$ cat src/rtl/gmii_rx_framer.sv
// GMII receive framer.
// Strips preamble and SFD, then emits payload bytes (destination MAC through
// FCS) with first/last tags. It also reports the frame length and error status,
// and keeps wrapping good/bad frame counters.
//
// Ports:
//   clk, rst             - receive clock; synchronous active-high reset
//   gmii_rxd/_rx_dv/_rx_er - GMII receive byte, data valid, receive error
//   out_data/out_valid   - payload byte stream, two cycles after gmii_rxd
//   out_first/out_last   - frame delimiters on the payload stream
//   out_err, frame_len   - frame status, meaningful only with out_last
//   good_cnt, bad_cnt    - wrapping frame counters
module gmii_rx_framer #(
    parameter int unsigned MIN_PREAMBLE = 1,
    parameter int unsigned LEN_W        = 11
) (
    input  logic             clk,
    input  logic             rst,
    input  logic [7:0]       gmii_rxd,
    input  logic             gmii_rx_dv,
    input  logic             gmii_rx_er,
    output logic [7:0]       out_data,
    output logic             out_valid,
    output logic             out_first,
    output logic             out_last,
    output logic             out_err,
    output logic [LEN_W-1:0] frame_len,
    output logic [7:0]       good_cnt,
    output logic [7:0]       bad_cnt
);

    localparam logic [7:0]       PRE_BYTE = 8'h55;
    localparam logic [7:0]       SFD_BYTE = 8'hD5;
    localparam logic [3:0]       PRE_MAX  = 4'hF;
    localparam logic [LEN_W-1:0] LEN_MAX  = '1;

    typedef enum logic [1:0] {IDLE, PREAMBLE, DATA, DROP} state_t;

    state_t           state_q, state_d;
    logic             armed_q, armed_d;
    logic [3:0]       pre_cnt_q, pre_cnt_d;
    logic [7:0]       hold_data_q, hold_data_d;
    logic             hold_valid_q, hold_valid_d;
    logic             hold_first_q, hold_first_d;
    logic             err_q, err_d;
    logic             sat_q, sat_d;
    logic [LEN_W-1:0] len_q, len_d;

    logic [7:0]       out_data_d;
    logic             out_valid_d, out_first_d, out_last_d, out_err_d;
    logic [LEN_W-1:0] frame_len_d;
    logic [7:0]       good_cnt_d, bad_cnt_d;

    // Next-state and next-output logic
    always_comb begin
        state_d      = state_q;
        armed_d      = armed_q;
        pre_cnt_d    = pre_cnt_q;
        hold_data_d  = hold_data_q;
        hold_valid_d = hold_valid_q;
        hold_first_d = hold_first_q;
        err_d        = err_q;
        sat_d        = sat_q;
        len_d        = len_q;
        out_data_d   = out_data;
        out_valid_d  = 1'b0;
        out_first_d  = 1'b0;
        out_last_d   = 1'b0;
        out_err_d    = out_err;
        frame_len_d  = frame_len;
        good_cnt_d   = good_cnt;
        bad_cnt_d    = bad_cnt;

        if (!armed_q) begin
            // After reset, wait for an inter-frame gap so a frame already in
            // progress is never picked up halfway through.
            state_d = IDLE;
            if (!gmii_rx_dv) begin
                armed_d = 1'b1;
            end
        end else begin
            unique case (state_q)
                IDLE: begin
                    if (gmii_rx_dv) begin
                        if (gmii_rxd == PRE_BYTE) begin
                            state_d   = PREAMBLE;
                            pre_cnt_d = 4'd1;
                        end else begin
                            state_d = DROP;
                        end
                    end
                end

                PREAMBLE: begin
                    if (!gmii_rx_dv) begin
                        state_d = IDLE;
                    end else if (gmii_rxd == PRE_BYTE) begin
                        if (pre_cnt_q != PRE_MAX) begin
                            pre_cnt_d = pre_cnt_q + 4'd1;
                        end
                    end else if (gmii_rxd == SFD_BYTE &&
                                 32'(pre_cnt_q) >= MIN_PREAMBLE) begin
                        state_d      = DATA;
                        hold_valid_d = 1'b0;
                        err_d        = 1'b0;
                        sat_d        = 1'b0;
                        len_d        = '0;
                    end else begin
                        state_d   = DROP;
                        bad_cnt_d = bad_cnt + 8'd1;
                    end
                end

                DATA: begin
                    if (gmii_rx_dv) begin
                        // A held byte that is followed by another valid byte
                        // is not the last one, so it can be released untagged.
                        if (hold_valid_q) begin
                            out_valid_d = 1'b1;
                            out_data_d  = hold_data_q;
                            out_first_d = hold_first_q;
                        end
                        hold_data_d  = gmii_rxd;
                        hold_valid_d = 1'b1;
                        hold_first_d = !hold_valid_q;
                        err_d        = err_q | gmii_rx_er;
                        // A byte arriving with the length already at its
                        // maximum makes the reported length wrong.
                        if (len_q == LEN_MAX) begin
                            sat_d = 1'b1;
                        end else begin
                            len_d = len_q + LEN_W'(1);
                        end
                    end else begin
                        state_d      = IDLE;
                        hold_valid_d = 1'b0;
                        if (hold_valid_q) begin
                            out_valid_d = 1'b1;
                            out_data_d  = hold_data_q;
                            out_first_d = hold_first_q;
                            out_last_d  = 1'b1;
                            out_err_d   = err_q | sat_q;
                            frame_len_d = len_q;
                            if (err_q | sat_q) begin
                                bad_cnt_d = bad_cnt + 8'd1;
                            end else begin
                                good_cnt_d = good_cnt + 8'd1;
                            end
                        end else begin
                            // The SFD was followed directly by the end of the frame.
                            bad_cnt_d = bad_cnt + 8'd1;
                        end
                    end
                end

                DROP: begin
                    if (!gmii_rx_dv) begin
                        state_d = IDLE;
                    end
                end

                default: state_d = IDLE;
            endcase
        end
    end

    // State and output registers
    always_ff @(posedge clk) begin
        if (rst) begin
            state_q      <= IDLE;
            armed_q      <= 1'b0;
            pre_cnt_q    <= '0;
            hold_data_q  <= '0;
            hold_valid_q <= 1'b0;
            hold_first_q <= 1'b0;
            err_q        <= 1'b0;
            sat_q        <= 1'b0;
            len_q        <= '0;
            out_data     <= '0;
            out_valid    <= 1'b0;
            out_first    <= 1'b0;
            out_last     <= 1'b0;
            out_err      <= 1'b0;
            frame_len    <= '0;
            good_cnt     <= '0;
            bad_cnt      <= '0;
        end else begin
            state_q      <= state_d;
            armed_q      <= armed_d;
            pre_cnt_q    <= pre_cnt_d;
            hold_data_q  <= hold_data_d;
            hold_valid_q <= hold_valid_d;
            hold_first_q <= hold_first_d;
            err_q        <= err_d;
            sat_q        <= sat_d;
            len_q        <= len_d;
            out_data     <= out_data_d;
            out_valid    <= out_valid_d;
            out_first    <= out_first_d;
            out_last     <= out_last_d;
            out_err      <= out_err_d;
            frame_len    <= frame_len_d;
            good_cnt     <= good_cnt_d;
            bad_cnt      <= bad_cnt_d;
        end
    end

endmodule

$ cat config.mk
export PLATFORM = sky130hd
export DESIGN_NAME = gmii_rx_framer
export DESIGN_NICKNAME = d
export VERILOG_FILES = /design/src/rtl/gmii_rx_framer.sv
export SDC_FILE = /design/constraint.sdc
export NUM_CORES = 1
export LEC_CHECK = 0
export BUFFER_PORTS_ARGS = -buffer_cell sky130_fd_sc_hd__buf_4
export CORE_ASPECT_RATIO = 1.1
export CORE_MARGIN = 5
export CORE_UTILIZATION = 50
export DETAILED_ROUTE_END_ITERATION = 10
export GPL_TIMING_DRIVEN = 0
export PLACE_DENSITY = 0.72
export RECOVER_POWER = 25
export SETUP_SLACK_MARGIN = 0.3
export SLEW_MARGIN = 5
export SYNTH_ARGS = -nofsm -noshare
export SYNTH_HDL_FRONTEND = slang
export SYNTH_SLANG_ARGS = --single-unit
$ cat constraint.sdc
create_clock -name clk -period 2.25 [get_ports clk]
set_input_delay 0 -clock clk [delete_from_list [all_inputs] [get_ports clk]]
set_output_delay 0 -clock clk [all_outputs]
set_load 0.01 [all_outputs]
# Word-level counts from Yosys, hierarchy flattened
# Cells that the tools add are included.
totals:
  word_cells: 111
  inputBits: 12
  out_inout_bits: 39
  reg_bits: 69
op_classes:
  bitwise: 7
  n_lt_le_gt_ge: 1
  n_eq_ne: 22
  reduce_logical: 21
  muxes: 39
  addsub: 4
ops:
  columns: ["cell", "count"]
  rows:
  - ["11-bit 2-to-1 mux", 5]
  - ["8-bit 2-to-1 mux", 6]
  - ["7-bit AND reduction", 4]
  - ["2-bit != test, second input constant", 13]
  - ["11-bit one-hot mux with 2 select lines", 1]
  - ["4-bit 2-to-1 mux", 5]
  - ["8-bit by 1-bit adder with 8-bit output, second input constant", 2]
  - ["8-bit one-hot mux with 2 select lines", 1]
  - ["11-bit by 1-bit adder with 11-bit output, second input constant", 1]
  - ["11-bit equality test, second input constant", 1]
  - ["1-bit 2-to-1 mux", 11]
  - ["2-bit 2-to-1 mux", 5]
  - ["5-bit AND reduction", 2]
  - ["3-bit AND reduction", 3]
  - ["8-bit by 7-bit equality test with 1-bit output, second input constant", 1]
  - ["8-bit equality test, second input constant", 1]
  - ["4-bit one-hot mux with 2 select lines", 1]
  - ["4-bit OR reduction", 2]
  - ["3-bit != test, second input constant", 2]
  - ["1-bit one-hot mux with 2 select lines", 3]
  - ["2-bit one-hot mux with 3 select lines", 1]
  - ["6-bit AND reduction", 1]
  - ["1-bit NOT", 5]
  - ["4-bit by 1-bit adder with 4-bit output, second input constant", 1]
  - ["other kinds (12)", 16]

# Longest topological paths before layout
# Gate-level depths: netlist of run 1.
logic_depth:
  depth_word: 6
  ltp_mapped: 8
  mapped_depth_nobuf: 7

# Least setup slack after synthesis of run 1
# OpenSTA, ideal clock, no wires.
synth_path:
  kind: "register to register"
  start: "register pre_cnt_q[1]"
  end: "register bad_cnt[7]"
  required_time_ns: 2.180
  setup_ns: 0.070
  path_buffers: 0
  stages_incl_launch_ff: 8
  arrival_time_ns: 1.789
  slack_ns: 0.390
  path_cell_list: "dfxtp_1 -> inv_1 -> ha_1 -> nor4b_1 -> a211oi_1 -> o32a_1 -> or4_1 -> a21oi_1"
synth_via:
  elab_chain_len: 4
synth_lines:
  columns: ["item", "line_no", "rtl"]
  rows:
  - ["start, declared", "41", "logic [3:0] pre_cnt_q, pre_cnt_d;"]
  - ["start signal, assigned", "190", "pre_cnt_q <= pre_cnt_d;"]
  - ["4-bit by 1-bit greater-or-equal comparator with 1-bit output", "102", "32'(pre_cnt_q) >= MIN_PREAMBLE) begin"]
  - ["1-bit logical AND", "101", "end else if (gmii_rxd == SFD_BYTE &&"]
  - ["2-bit != test (no source line)", null, null]
  - ["7-bit AND reduction (no source line)", null, null]
  - ["end signal, assigned", "204", "bad_cnt <= bad_cnt_d;"]
  - ["end, declared", "29", "output logic [7:0] bad_cnt"]
# No other way between the ends.
# A chain may end at the register's enable or synchronous reset.

# Final worst setup path of run 1
layout_path:
  start: "input gmii_rxd[5]"
  end: "register len_q[7]"
layout_via:
  elab_chain_len: 4
layout_lines:
  columns: ["item", "line_no", "rtl"]
  rows:
  - ["start, declared", "19", "input logic [7:0] gmii_rxd,"]
  - ["8-bit equality test", "101", null]
  - ["1-bit logical AND", "101", null]
  - ["2-bit != test (no source line)", null, null]
  - ["7-bit AND reduction (no source line) *", null, null]
  - ["end signal, assigned", "196", "len_q <= len_d;"]
  - ["end, declared", "47", "logic [LEN_W-1:0] len_q, len_d;"]
# Mark *: on every way between the ends. The rest lies on a longest branch, timed or not.

==> impl_metrics.ini, run 1 <==
[run_status]
status = finished, final reports clean

[worst_setup_path]
path_cells = dlygate4sd3_1 -> buf_4 -> nand4bb_1 -> nor4b_2 -> a21oi_2 -> nor3_4 -> buf_4 -> a311oi_2
endpoint_kind = flip-flop
worst-r2r-cell-count = 8
worstReg2RegStart = pre_cnt_q[1]
worstPathRequired_ns = 2.46
arrival_ns = 2.12
worstSetupPathType = input pin to flip-flop
cp_slowest_cell = dlygate4sd3_1
reg2reg_to = bad_cnt[6]
critPathMaxFanout = 6
worstSetupPathDepth = 8
crit_top_cell = buf_4
worstSetupStartpointType = input pin
cp_slowest_stage_delay_ns = 0.55
path_delay_family = simple AND/OR/NAND/NOR gates
reg2reg_slack_ns = 0.35
path_buf_inv = 3

[yosys]
synth_common_cells = dfxtp_1, nand2_1, a21oi_1
synth_area_leaders = dfxtp_1, a21oi_1, nand2_1
synth_top_flop_cell = dfxtp_1
yosysMostFrequentCell = dfxtp_1
synth.distinct_cells = 45
syn_nets = 364
avgSynthCellArea_sq_um = 8.53
synth-seq-area-share = 0.468
ys_ff_latch = 69
yosys.area.top_type_share = 0.468
synthCells = 346
synth_edf_count = 0
yosys_warnings = 0
syn-cell-area_sq_um = 2950
synthArstFlopShare = 0
synth_top_area_cell = dfxtp_1

[route]
viasPerCell = 5.39
postRouteAntennaNets = 0
drtIter0Drc = 180
drc = 0
drt-total-wl_mm = 7.29
vias = 2731
dr.pass1.iters = 4
wl_per_cell_um = 14.4

[power_and_ir_drop]
p_leak_nw = 1.38
powerDensity_nw_per_um2 = 664
power_w = 0.00255
ir_worst_vdd_uv = 449

[grt]
grt_antenna_before_repair = 0
grt.total_usage = 0.192
grt.overflow.total = 0
grt_pass1_wl_mm = 11.8
grt_max_degree = 13
grt_pass1_vias = 2592

[worst_hold_path]
hold_start = rst
min_path_cells = 3
hold_class = input pin to flip-flop
min_to = bad_cnt[4]

[placed_design]
portBuffers = 48
place_ws_ns = 0.0582
dp.cells = 471
place_congestion = 0.845
dpl.hpwl_mm = 4.79

[timing]
finalCritPeriodShare = 0.849
max_freq_mhz = 523
rsz0062_at_grt = yes
report.final.slew_viol_count = 0
finalCriticalPeriod_ns = 1.91
setup_viol = 0
setup_slack_ns = 0.339
worst_slew_pin_slew_ns = 0.620
max_slew_margin = 0.586
fin_tns_setup_ns = 0
skew_ns = 0.00980
hold_violations = 0

[clocking]
cts_max_path_buffers = 2
clock_sinks = 69
clock_latency_ns = 0.35
h-tree-depth = 3
cts_tree = yes
clock-root-buffer = clkbuf_8
clkTransAtPathRegs_ns = 0.07
cts_buffers = 9

[floorplanning]
die_w_um = 83.2
fp-row-count = 29
die_h_um = 90.6
coreArea_sq_um = 5770
die_area_sq_um = 7540
io_pins = 51
initial_core_util = 0.511

[layout]
antenna_cells = 0
layout-drive-gt1-share = 0.186
nets = 443
fin_util = 0.666
final_cells = 507
syn_to_final_growth_pct = 30.3

[job]
drv_cap = 0
worst max-delay path by stage:
stage / startpoint / slack (ns) / to
after floorplan: pre_cnt_q[1] / 0.39 / bad_cnt[7]
after global placement: pre_cnt_q[0] / 0.10 / len_q[7]
after detailed placement: pre_cnt_q[0] / 0.06 / len_q[7]
after CTS: pre_cnt_q[0] / 0.31 / bad_cnt[7]
after global routing: gmii_rxd[3] / 0.25 / len_q[7]
final: gmii_rxd[5] / 0.34 / len_q[7]
cells by family after synthesis:
| group | share of synthesized area |
|---|---|
| flip-flops | 0.468 |
| buffers and inverters | 0.0365 |
| adder cells (fa/ha/maj) | 0.0254 |
| AND/OR/NAND/NOR | 0.257 |
| XOR/XNOR | 0.0208 |
| multiplexers | 0.0407 |
| AO/OA/AOI/OAI | 0.152 |
worst reg2reg max path: stages, from the launching register on:
cell and delay (ns):
dfxtp_2 0.34, inv_2 0.06, ha_4 0.16, nor4b_4 0.28, a211oi_2 0.12, o32a_1 0.23, buf_6 0.15, or3_4 0.37
a21oi_2 0.13
sequential cells by signal, indices dropped and copies added, names as in the netlist, 2 cells and up:
signal,count
state_q,2
out_data,8
pre_cnt_q,4
good_cnt,8
bad_cnt,8
hold_data_q,8
len_q,11
frame_len,11
cells in the final DEF, fill, tap and decap left out, types with 5 or more instances in the layout:
master,n
dfxtp_1,64
nand2_1,48
clkbuf_1,39
nor2_1,34
a21oi_1,34
buf_4,32
mux2i_1,12
o21ai_0,11
dlygate4sd3_1,10
nand3_1,9
clkbuf_8,9
and2_1,8
and3_1,8
nand4_1,8
inv_1,6
a211oi_1,6
nor3_1,5
layer usage:
metal | up-vias | part of all wire | GRT usage
met5 | - | 0 | 0
li1 | 1375 | - | -
met4 | 0 | 0.028 | 0.121
met1 | 1272 | 0.46 | 0.221
met3 | 18 | 0.048 | 0.0465
met2 | 66 | 0.47 | 0.317
timing repair:
item	CTS	global route
endpoints found under the hold margin	13	0
setup endpoints to repair	18	28
buffers inserted	4	6
pin swaps	5	7
hold buffers	10	0
resized for setup	10	24
power by group:
group | switching [W] | internal (W)
registers | 0.00000433 | 0.00122
logic | 0.0000682 | 0.0000457
clock network | 0.000476 | 0.000736
total | 0.000548 | 0.00201
stage by stage:
stage	hold slack (ns)	instance area, sq um
CTS	0.117	3820
global placement	0.263	3410
finish	0.141	3840
detailed placement	0.267	3410
floorplan	0.136	2950
global route	0.174	3840
cell type report:
class                   instances  area, sq um
plain buffers                  18         83.8
multi-input cells             251         1570
repair buffers                 68          434
fillers                       507         1920
clock buffers                  10          128
flip-flops and latches         69         1390
inverters                       8         30.0
well taps                      77         96.3
clock inverters                 6          111
Note: power is estimated with default switching activity, not from simulation.
==> inputs of run 2 (changes only) <==
--- a/config.mk
+++ b/config.mk
@@ -11,7 +11,7 @@
 export CORE_UTILIZATION = 50
 export DETAILED_ROUTE_END_ITERATION = 10
 export GPL_TIMING_DRIVEN = 0
-export PLACE_DENSITY = 0.72
+export PLACE_DENSITY = 0.75
 export RECOVER_POWER = 25
 export SETUP_SLACK_MARGIN = 0.3
 export SLEW_MARGIN = 5
==> constraint.sdc (replaced) <==
create_clock -name clk -period 1.7 [get_ports clk]
set_input_delay 0 -clock clk [delete_from_list [all_inputs] [get_ports clk]]
set_output_delay 0 -clock clk [all_outputs]
set_load 0.01 [all_outputs]
==> run 2 against run 1 <==
Net effect: the flow now finishes with violations (negative setup slack); power rose by 24%; critical path depth did not move; worst hold slack got worse by 0.045 ns; utilization rose by 6.0 points; register-to-register slack got worse by 0.53 ns; global-route usage rose by 0.83 points; critical endpoint is now bad_cnt[6].
==> impl_metrics.ini, run 2 (synthesis gave the netlist of run 1 again) <==
[run_status]
status = complete, but fails checks
violations = negative setup slack

[worst_setup_path]
worstSetupStartpointType = flip-flop
worstPathRequired_ns = 1.97
arrival_ns = 2.15
endpoint_kind = flip-flop
worstSetupPathType = flip-flop to flip-flop
critPathMaxFanout = 5

[clocking]
h-tree-depth = 3
clock_sinks = 69
cts_tree = yes
cts_buffers = 9
clock_latency_ns = 0.34
clkTransAtPathRegs_ns = 0.07
cts_max_path_buffers = 2
clock-root-buffer = clkbuf_8

[grt]
grt_antenna_before_repair = 0
grt.total_usage = 0.200
grt_max_degree = 11
grt_pass1_wl_mm = 12.5
grt.overflow.total = 0
grt_pass1_vias = 2692

[timing]
max_freq_mhz = 531
setup_slack_ns = -0.183
finalCriticalPeriod_ns = 1.88
hold_violations = 0
report.final.slew_viol_count = 0
worst_slew_pin_slew_ns = 0.714
setup_viol = 21
skew_ns = 0.00863
finalCritPeriodShare = 1.11
rsz0062_at_grt = yes
max_slew_margin = 0.524

[layout]
final_cells = 522
layout-drive-gt1-share = 0.288
multi_input_area_sq_um = 1700
antenna_cells = 0
regArea_sq_um = 1400
nets = 459
num-fill-cells = 423
final_common_cell = dfxtp_1
reg.largest.list = frame_len x11, len_q x11
final_cell_mix = dfxtp_1, buf_4, nand2_1, a21oi_1
syn_to_final_growth_pct = 42.0

[route]
drtIter0Drc = 350
vias = 3006
dr.pass1.iters = 6
postRouteAntennaNets = 0
drc = 0
drt-total-wl_mm = 8.37
wl_per_cell_um = 16.0
viasPerCell = 5.76

[power_and_ir_drop]
p_leak_nw = 1.58
ir_worst_vdd_uv = 530
powerDensity_nw_per_um2 = 756

[floorplanning]
die_w_um = 83.2
io_pins = 51
die_area_sq_um = 7540
fp-row-count = 29
die_h_um = 90.6
coreArea_sq_um = 5770
initial_core_util = 0.511

[placed_design]
dpl.hpwl_mm = 4.87
dp.cells = 471
portBuffers = 48
place_ws_ns = -0.186
place_congestion = 0.819

[worst_hold_path]
hold_class = input pin to flip-flop

[job]
drv_cap = 0
==> run 2: changes by cell type in the layout (fill, tap and decap cells not counted), sizes merged <==
cell	delta
clkinv	-2
clkinvlp	-1
buf	+24
clkbuf	-4
bufinv	-2
==> run 2: area by class of cell <==
cell class	instances	share of cell area
plain buffers	18	0.0325
clock buffers	14	0.0388
well taps	77	0.0230
flip-flops and latches	69	0.334
multi-input cells	251	0.406
clock inverters	1	0.00717
repair buffers	84	0.150
inverters	8	0.00776
==> run 2: worst max-delay path, stage by stage, from the launching register on <==
cell and delay, ns:
dfxtp_2 0.35, inv_4 0.05, ha_4 0.16, nor4b_4 0.25
a211oi_2 0.14, o32a_1 0.25, buf_6 0.15, or3_4 0.32
a21oi_2 0.14
==> run 2: path summary, 6_finish.rpt <==
kind / start / slack [ns] / cells after the start / to
setup / recovery: pre_cnt_q[1] / -0.18 / 8 / bad_cnt[6]
hold / removal: gmii_rx_dv / 0.1 / 3 / state_q[1]
setup reg to reg: pre_cnt_q[1] / -0.18 / 8 / bad_cnt[6]
hold reg to reg: hold_data_q[5] / 0.45 / 2 / out_data[5]
==> run 2: timing repair <==
item                                   4_1_cts  5_1_grt
resized for setup                           26       53
setup endpoints to repair                   60       64
pin swaps                                   12       15
endpoints found under the hold margin       12        0
setup buffers                               14       10
cloned                                       1        1
hold buffers                                10        0
==> run 2: where the power goes <==
group / leakage, nW / total, W / internal, W / switching, W
clock: 0.0968 / 0.00135 / 0.000753 / 0.000599
combinational: 0.923 / 0.000190 / 0.0000841 / 0.000106
sequential: 0.561 / 0.00163 / 0.00162 / 0.00000683
total: 1.58 / 0.00317 / 0.00246 / 0.000712
==> run 2: metal layers <==
metal  vias up  global-route usage  routed length [um]
met5         -                   0                   0
met4         0              0.0777                 162
met3        19              0.0465                 705
met2       162               0.342                4260
met1      1409               0.243                3230
li1       1416                   -                   -
==> run 2: per-stage QoR <==
stage               hold slack [ns]  power, W   util  TNS [ns]  area (sq um)
floorplan                     0.136   0.00174      -   -0.0611          3020
global placement              0.253   0.00178  0.603     -2.09          3480
detailed placement            0.264   0.00178  0.603     -2.82          3480
CTS                          0.0990   0.00315  0.692     -2.01          4000
finish                       0.0961   0.00317  0.726     -2.51          4190
global route                 0.0934   0.00326  0.726     -4.62          4190
